$ cat config.mk
export PLATFORM = sky130hd
export DESIGN_NAME = imm_gen_pipe
export DESIGN_NICKNAME = d
export VERILOG_FILES = /design/src/rtl/imm_pkg.sv /design/src/rtl/imm_decode.sv /design/src/rtl/imm_gen_pipe.sv
export SDC_FILE = /design/constraint.sdc
export NUM_CORES = 1
export LEC_CHECK = 0
export BUFFER_PORTS_ARGS = -buffer_cell sky130_fd_sc_hd__buf_2
export CORE_MARGIN = 10
export CORE_UTILIZATION = 40
export DETAILED_ROUTE_END_ITERATION = 7
export PLACE_DENSITY = 0.66
export SLEW_MARGIN = 20
export SYNTH_ARGS = -nofsm -noshare
export SYNTH_HDL_FRONTEND = slang
export SYNTH_HIERARCHICAL = 1
export SYNTH_SLANG_ARGS = --single-unit
$ cat constraint.sdc
create_clock -name clk -period 1.7 [get_ports clk]
set_input_delay 0.34 -clock clk [delete_from_list [all_inputs] [get_ports clk]]
set_output_delay 0.34 -clock clk [all_outputs]
set_load 0.02 [all_outputs]
$ cat src/rtl/imm_pkg.sv
// imm_pkg: shared encodings for the pipelined immediate generator.
// Opcode map and immediate-source codes; CSR uimm gated by IMM_ZICSR_EN.
package imm_pkg;

  typedef enum logic [2:0] {
    IMM_I    = 3'b000,
    IMM_S    = 3'b001,
    IMM_B    = 3'b010,
    IMM_J    = 3'b011,
    IMM_U    = 3'b100,
    IMM_Z    = 3'b101,
    IMM_NONE = 3'b111
  } imm_src_t;

  typedef enum logic [1:0] {
    ST_EMPTY = 2'b00,
    ST_ONE   = 2'b01,
    ST_FULL  = 2'b10
  } skid_st_t;

  localparam logic [6:0] OP_IMM      = 7'b0010011;
  localparam logic [6:0] OP_LOAD     = 7'b0000011;
  localparam logic [6:0] OP_JALR     = 7'b1100111;
  localparam logic [6:0] OP_STORE    = 7'b0100011;
  localparam logic [6:0] OP_BRANCH   = 7'b1100011;
  localparam logic [6:0] OP_JAL      = 7'b1101111;
  localparam logic [6:0] OP_LUI      = 7'b0110111;
  localparam logic [6:0] OP_AUIPC    = 7'b0010111;
  localparam logic [6:0] OP_SYSTEM   = 7'b1110011;
  localparam logic [6:0] OP_IMM_32   = 7'b0011011;
  localparam logic [6:0] OP_OP       = 7'b0110011;
  localparam logic [6:0] OP_OP_32    = 7'b0111011;
  localparam logic [6:0] OP_MISC_MEM = 7'b0001111;

endpackage

$ cat src/rtl/imm_decode.sv
// imm_decode: combinational opcode -> {imm, src, illegal} for XLEN 32/64.
// IMM_ZICSR_EN splits SYSTEM into CSR-address I-type and zero-extended uimm.
import imm_pkg::*;

module imm_decode #(
  parameter int XLEN = 32
) (
  input  logic [31:0]     instr_i,
  output logic [XLEN-1:0] imm_o,
  output imm_src_t        src_o,
  output logic            illegal_o
);

  localparam bit RV64 = (XLEN == 64);

  logic [6:0] opc;
  logic       legal;
  logic       sys;
  logic       is_i;
  logic       is_s;
  logic       is_b;
  logic       is_j;
  logic       is_u;
  logic       is_z;
  logic       is_none;

  assign opc   = instr_i[6:0];
  assign legal = (instr_i[1:0] == 2'b11);
  assign sys   = legal & (opc == OP_SYSTEM);

  assign is_s = legal & (opc == OP_STORE);
  assign is_b = legal & (opc == OP_BRANCH);
  assign is_j = legal & (opc == OP_JAL);
  assign is_u = legal & ((opc == OP_LUI) | (opc == OP_AUIPC));

`ifdef IMM_ZICSR_EN
  // funct3[2] selects the register-less CSR forms that carry a uimm
  assign is_z = sys & instr_i[14];
  assign is_i = (legal & ((opc == OP_IMM) | (opc == OP_LOAD)
              | (opc == OP_JALR) | (RV64 & (opc == OP_IMM_32))))
              | (sys & ~instr_i[14]);
  assign is_none = legal & ((opc == OP_OP) | (opc == OP_MISC_MEM)
                 | (RV64 & (opc == OP_OP_32)));
`else
  assign is_z = 1'b0;
  assign is_i = legal & ((opc == OP_IMM) | (opc == OP_LOAD)
              | (opc == OP_JALR) | (RV64 & (opc == OP_IMM_32)));
  assign is_none = (legal & ((opc == OP_OP) | (opc == OP_MISC_MEM)
                 | (RV64 & (opc == OP_OP_32)))) | sys;
`endif

  always_comb begin
    imm_o     = '0;
    src_o     = IMM_NONE;
    illegal_o = 1'b0;
    unique case (1'b1)
      is_i: begin
        imm_o = XLEN'($signed(instr_i[31:20]));
        src_o = IMM_I;
      end
      is_s: begin
        imm_o = XLEN'($signed({instr_i[31:25], instr_i[11:7]}));
        src_o = IMM_S;
      end
      is_b: begin
        imm_o = XLEN'($signed({instr_i[31], instr_i[7],
                instr_i[30:25], instr_i[11:8], 1'b0}));
        src_o = IMM_B;
      end
      is_j: begin
        imm_o = XLEN'($signed({instr_i[31], instr_i[19:12],
                instr_i[20], instr_i[30:21], 1'b0}));
        src_o = IMM_J;
      end
      is_u: begin
        imm_o = XLEN'($signed({instr_i[31:12], 12'b0}));
        src_o = IMM_U;
      end
      is_z: begin
        imm_o = XLEN'(instr_i[19:15]);
        src_o = IMM_Z;
      end
      is_none: begin
        src_o = IMM_NONE;
      end
      default: begin
        illegal_o = 1'b1;
      end
    endcase
  end

endmodule

$ cat src/rtl/imm_gen_pipe.sv
// imm_gen_pipe: immediate generator behind a valid/ready skid buffer (SKID=1)
// or a single register (SKID=0). Define IMM_ZICSR_EN for CSR uimm decode.
import imm_pkg::*;

module imm_gen_pipe #(
  parameter int XLEN = 32,
  parameter int SKID = 1
) (
  input  logic            clk,
  input  logic            rst_n,
  input  logic            in_valid,
  output logic            in_ready,
  input  logic [31:0]     in_instr,
  output logic            out_valid,
  input  logic            out_ready,
  output logic [XLEN-1:0] out_imm,
  output logic [2:0]      out_imm_src,
  output logic            out_illegal
);

  typedef struct packed {
    logic [XLEN-1:0] imm;
    imm_src_t        src;
    logic            illegal;
  } word_t;

  localparam word_t WORD_RST = '{
    imm:     '0,
    src:     IMM_NONE,
    illegal: 1'b0
  };

  logic [XLEN-1:0] dec_imm;
  imm_src_t        dec_src;
  logic            dec_ill;
  word_t           dec_w;
  word_t           out_w;

  imm_decode #(
    .XLEN (XLEN)
  ) u_dec (
    .instr_i   (in_instr),
    .imm_o     (dec_imm),
    .src_o     (dec_src),
    .illegal_o (dec_ill)
  );

  assign dec_w = '{imm: dec_imm, src: dec_src, illegal: dec_ill};

  if (SKID != 0) begin : g_skid
    skid_st_t state_q;
    skid_st_t state_d;
    word_t    main_q;
    word_t    main_d;
    word_t    skid_q;
    word_t    skid_d;
    logic     rdy_q;
    logic     acc;

    assign acc = in_valid & rdy_q;

    always_ff @(posedge clk or negedge rst_n) begin
      if (!rst_n) begin
        state_q <= ST_EMPTY;
        main_q  <= WORD_RST;
        skid_q  <= WORD_RST;
        rdy_q   <= 1'b1;
      end else begin
        state_q <= state_d;
        main_q  <= main_d;
        skid_q  <= skid_d;
        rdy_q   <= (state_d != ST_FULL);
      end
    end

    always_comb begin
      state_d = state_q;
      main_d  = main_q;
      skid_d  = skid_q;
      unique case (state_q)
        ST_EMPTY: begin
          if (acc) begin
            state_d = ST_ONE;
            main_d  = dec_w;
          end
        end
        ST_ONE: begin
          if (acc && out_ready) begin
            main_d = dec_w;
          end else if (acc) begin
            state_d = ST_FULL;
            skid_d  = dec_w;
          end else if (out_ready) begin
            state_d = ST_EMPTY;
          end
        end
        ST_FULL: begin
          // in_ready is low here, so only the drain can happen
          if (out_ready) begin
            state_d = ST_ONE;
            main_d  = skid_q;
          end
        end
        default: begin
          state_d = ST_EMPTY;
        end
      endcase
    end

    always_comb begin
      out_valid = (state_q != ST_EMPTY);
      in_ready  = rdy_q;
      out_w     = main_q;
    end
  end else begin : g_reg
    logic  valid_q;
    logic  valid_d;
    word_t main_q;
    word_t main_d;
    logic  acc;

    assign acc = in_valid & in_ready;

    always_ff @(posedge clk or negedge rst_n) begin
      if (!rst_n) begin
        valid_q <= 1'b0;
        main_q  <= WORD_RST;
      end else begin
        valid_q <= valid_d;
        main_q  <= main_d;
      end
    end

    always_comb begin
      valid_d = acc | (valid_q & ~out_ready);
      main_d  = acc ? dec_w : main_q;
    end

    always_comb begin
      in_ready  = ~valid_q | out_ready;
      out_valid = valid_q;
      out_w     = main_q;
    end
  end

  assign out_imm     = out_w.imm;
  assign out_imm_src = out_w.src;
  assign out_illegal = out_w.illegal;

endmodule
==> out/summary.txt <==
Crit-path cells - or2_2 -> buf_2
Synthesized instance count - 302
Post-synth top flop - dfrtp_1
Post-route fraction of the period consumed by the critical path - 94.2%
Total of warnings raised by yosys - 6
PortBufs - 73
Cell at the root of the clock tree - clkbuf_8
Clock Skews - 0.0119 ns
Nature of the critical path startpoint - flop
IR drop worst, VDD - 0.908 mV
Standard-cell rows - 35
Fraction of final layout cells with drive strength greater than 1 - 43.9%
Final total negative setup slack - 0 ns
Number of stages on the worst hold path - 2
Final period demand of the worst path - 1.60 ns
Largest delay share family, worst path - flip-flops
Cell types occupying the most area after synthesis - dfrtp_1 44%, mux2_4 12%, o32a_1 9.7%, o21a_1 6.9%, dfstp_2 4.7%
FF+latch count, synth - 75
Wirelength, routed - 10.2 mm
Area inside the core boundary - 0.00937 sq mm
Summed area of non-filler cells in the final layout - 0.00479 sq mm
Clock sink total - 75
Critical path's largest stage delay - 0.44 ns
Final Slew Violations - 0
Most common library cell in the layout ignoring fill and taps - buf_2
Fraction of the yosys area taken by sequential cells - 48.3%
Critical register-to-register path startpoint - in_ready
Start-to-end type of the worst setup path - reg2out
Final Total Pwr - 0.00677 W
Wire length of the first global-routing pass - 16.8 mm
PwrDens - 1410 mW/mm^2
Fin worst setup slack - 0.0993 ns
Post-synthesis net count - 338
Post-layout net count - 432
Worst reg2reg endpoint - out_imm[23]
Endpoint with the worst hold slack - in_ready
Largest net degree at the start of global routing - 38
Die Span Y - 119 um
Most frequent cells in the layout - 72 x buf_2, 68 x dfrtp_1, 38 x o32a_1, 36 x o21a_1, 30 x mux2_4
Post-Route Hold Slack - 0.293 ns
Tightest slew margin relative to the limit - 67.5%
Hold path start - out_ready
Total cell area at the placement stage - 0.00456 sq mm
Critical path arrival - 1.26 ns
Setup-violating endpoint count in the final report - 0
Number of buffers and inverters on the critical path - 1
CTS tree - yes
Hold violation count in the final report - 0
Clock slew seen by the registers of the worst setup and hold paths - 0.07 ns
R2r worst-path depth - 5
Distinct cells, synth - 45
Static leakage power - 2.41 nW
Insertion delay to the later sink of the worst-skew pair - 0.36 ns
Syn Std Cell Area - 0.00390 sq mm
Wire length per cell - 19.3 um
Largest fanout on the critical path - 8
Dpl hpwl - 7.23 mm
Required time reported for the critical path endpoint - 1.36 ns
Die width - 119 um
Number of design-rule violations left by the first detailed-router iteration - 235
Type of destination of the critical path - output port
Result of the run - finished clean
Number of antenna violations at the first check in global routing - 1
Num CTS Buffers - 9
Number of routed nets with antenna violations - 0
Detail-routed via count per cell - 5.54
Total via count in the routed design - 2935
First-pass iteration count of the detailed router - 4
Count of max-cap constraint violations - 0
Die Outline Area - 0.0141 sq mm
Area fraction of the dominant cell type after synthesis - 43.6%
Global Route Usage Sum - 14.5%
Number of buffers on the longest clock path - 2
Count of H-tree levels built during CTS - 3
Async SR Flop Fraction - 100%
Area added between synthesis and finish - 22.8%
Worst setup slack before clock tree synthesis - -0.248 ns
Placer's final routability congestion estimate - 0.903
Antenna fix cells - 0
Vias in the first global route - 3152
Synthesized area divided by synthesized cell count - 12.9 sq um
Number of top-level design ports - 74
Number of enable flip-flop cells after synthesis - 0
Global route total overflow - 0
Register-to-Register Setup Slack - 0.15 ns
Crit path max-delay cell type - dfrtp_1
Yosys top cell by area - dfrtp_1
Slew at the pin closest to its max-slew limit - 0.486 ns
Path class of the lowest-slack min-delay path - in2reg
Number of design rule violations left after detail routing - 0
Peak Freq - 625 MHz
Starting density of the core - 41.6%
## metrics by stage
stage | utilization, % | cells
finish | 51.1 | 530
global route | 51.1 | 530
CTS | 51.0 | 530
detailed placement | 48.6 | 513
global placement | 48.6 | 513
floorplan | - | 302
## what timing repair did
action                                  CTS  global route
endpoints found under the setup margin    0            11
setup buffers                             0             0
hold endpoints to repair                 18             0
resized for setup                         0             2
hold buffers                              1             0
## kinds of logic (layout without fill, tap and decap cells)
| group | count (synthesis) | count (layout) | share of synthesized area [%] |
|---|---|---|---|
| buf+inv | 28 | 127 | 5.64 |
| flops | 75 | 75 | 48.3 |
| mux | 37 | 37 | 13.5 |
| simple gates | 44 | 44 | 6.80 |
| compound gates | 118 | 118 | 25.7 |
## worst register-to-register path: cells and delay by family, from the launching register on
kind	cells	cell delay, ns
AOI/OAI and AO/OA	2	0.39
buffers and inverters	2	0.42
DFF	1	0.56
and+or+nand+nor	1	0.12
## area by class of cell
| cell class | instances | area (sq um) |
|---|---|---|
| Inverter | 5 | 18.8 |
| Clock buffer | 10 | 128 |
| Multi-Input combinational cell | 199 | 1810 |
| Fill cell | 863 | 4580 |
| Timing Repair Buffer | 106 | 706 |
| Clock inverter | 6 | 87.6 |
| Sequential cell | 75 | 1890 |
| Tap cell | 129 | 161 |
## registers in the layout, indices dropped and copies added (netlist names)
register and count:
out_imm 32, g_skid.state_q 2, out_imm_src 3, out_illegal 1
g_skid.skid_q 36, in_ready 1
## cells in the mapped netlist, types with 2 or more instances
master	number
o21a_1	36
inv_1	3
nand2_1	11
o21ai_1	3
mux2_4	30
mux2_2	6
dfrtp_1	68
o22ai_1	2
nand3b_1	2
a21oi_1	3
dfstp_2	7
o32a_1	38
buf_6	12
and2_1	7
a22o_1	5
a21o_1	21
a21oi_2	2
inv_2	2
nor2_1	6
and3_1	3
nand3_1	2
buf_2	5
or2b_1	2
buf_4	5
## per-layer routing
layer | wire length [um] | share of wire [%] | track usage, % | vias up
met4 | 194 | 1.9 | 4.58 | 0
met1 | 4790 | 47 | 18.7 | 1470
met5 | 0 | 0 | 0 | -
li1 | - | - | - | 1353
met3 | 583 | 5.7 | 4.57 | 21
met2 | 4650 | 46 | 22.4 | 91
## power by group
part	internal [W]	switching, W
Clock	0.000833	0.000688
Combinational	0.00117	0.00144
Sequential	0.00233	0.000309
## how the worst max path moves through the flow
stage | start | to | slack (ns) | cells past startpoint
2_1_floorplan | in_instr[1] | out_imm[21] | 0.01 | 7
3_3_place_gp | in_instr[1] | out_imm[6] | -0.20 | 7
3_5_place_dp | in_instr[1] | out_imm[25] | -0.25 | 7
4_1_cts | g_skid.state_q[1] | out_valid | 0.08 | 2
5_1_grt | in_instr[1] | out_imm[8] | -0.009 | 7
6_report | g_skid.state_q[1] | out_valid | 0.1 | 2
(Power assumes the default switching activity.)
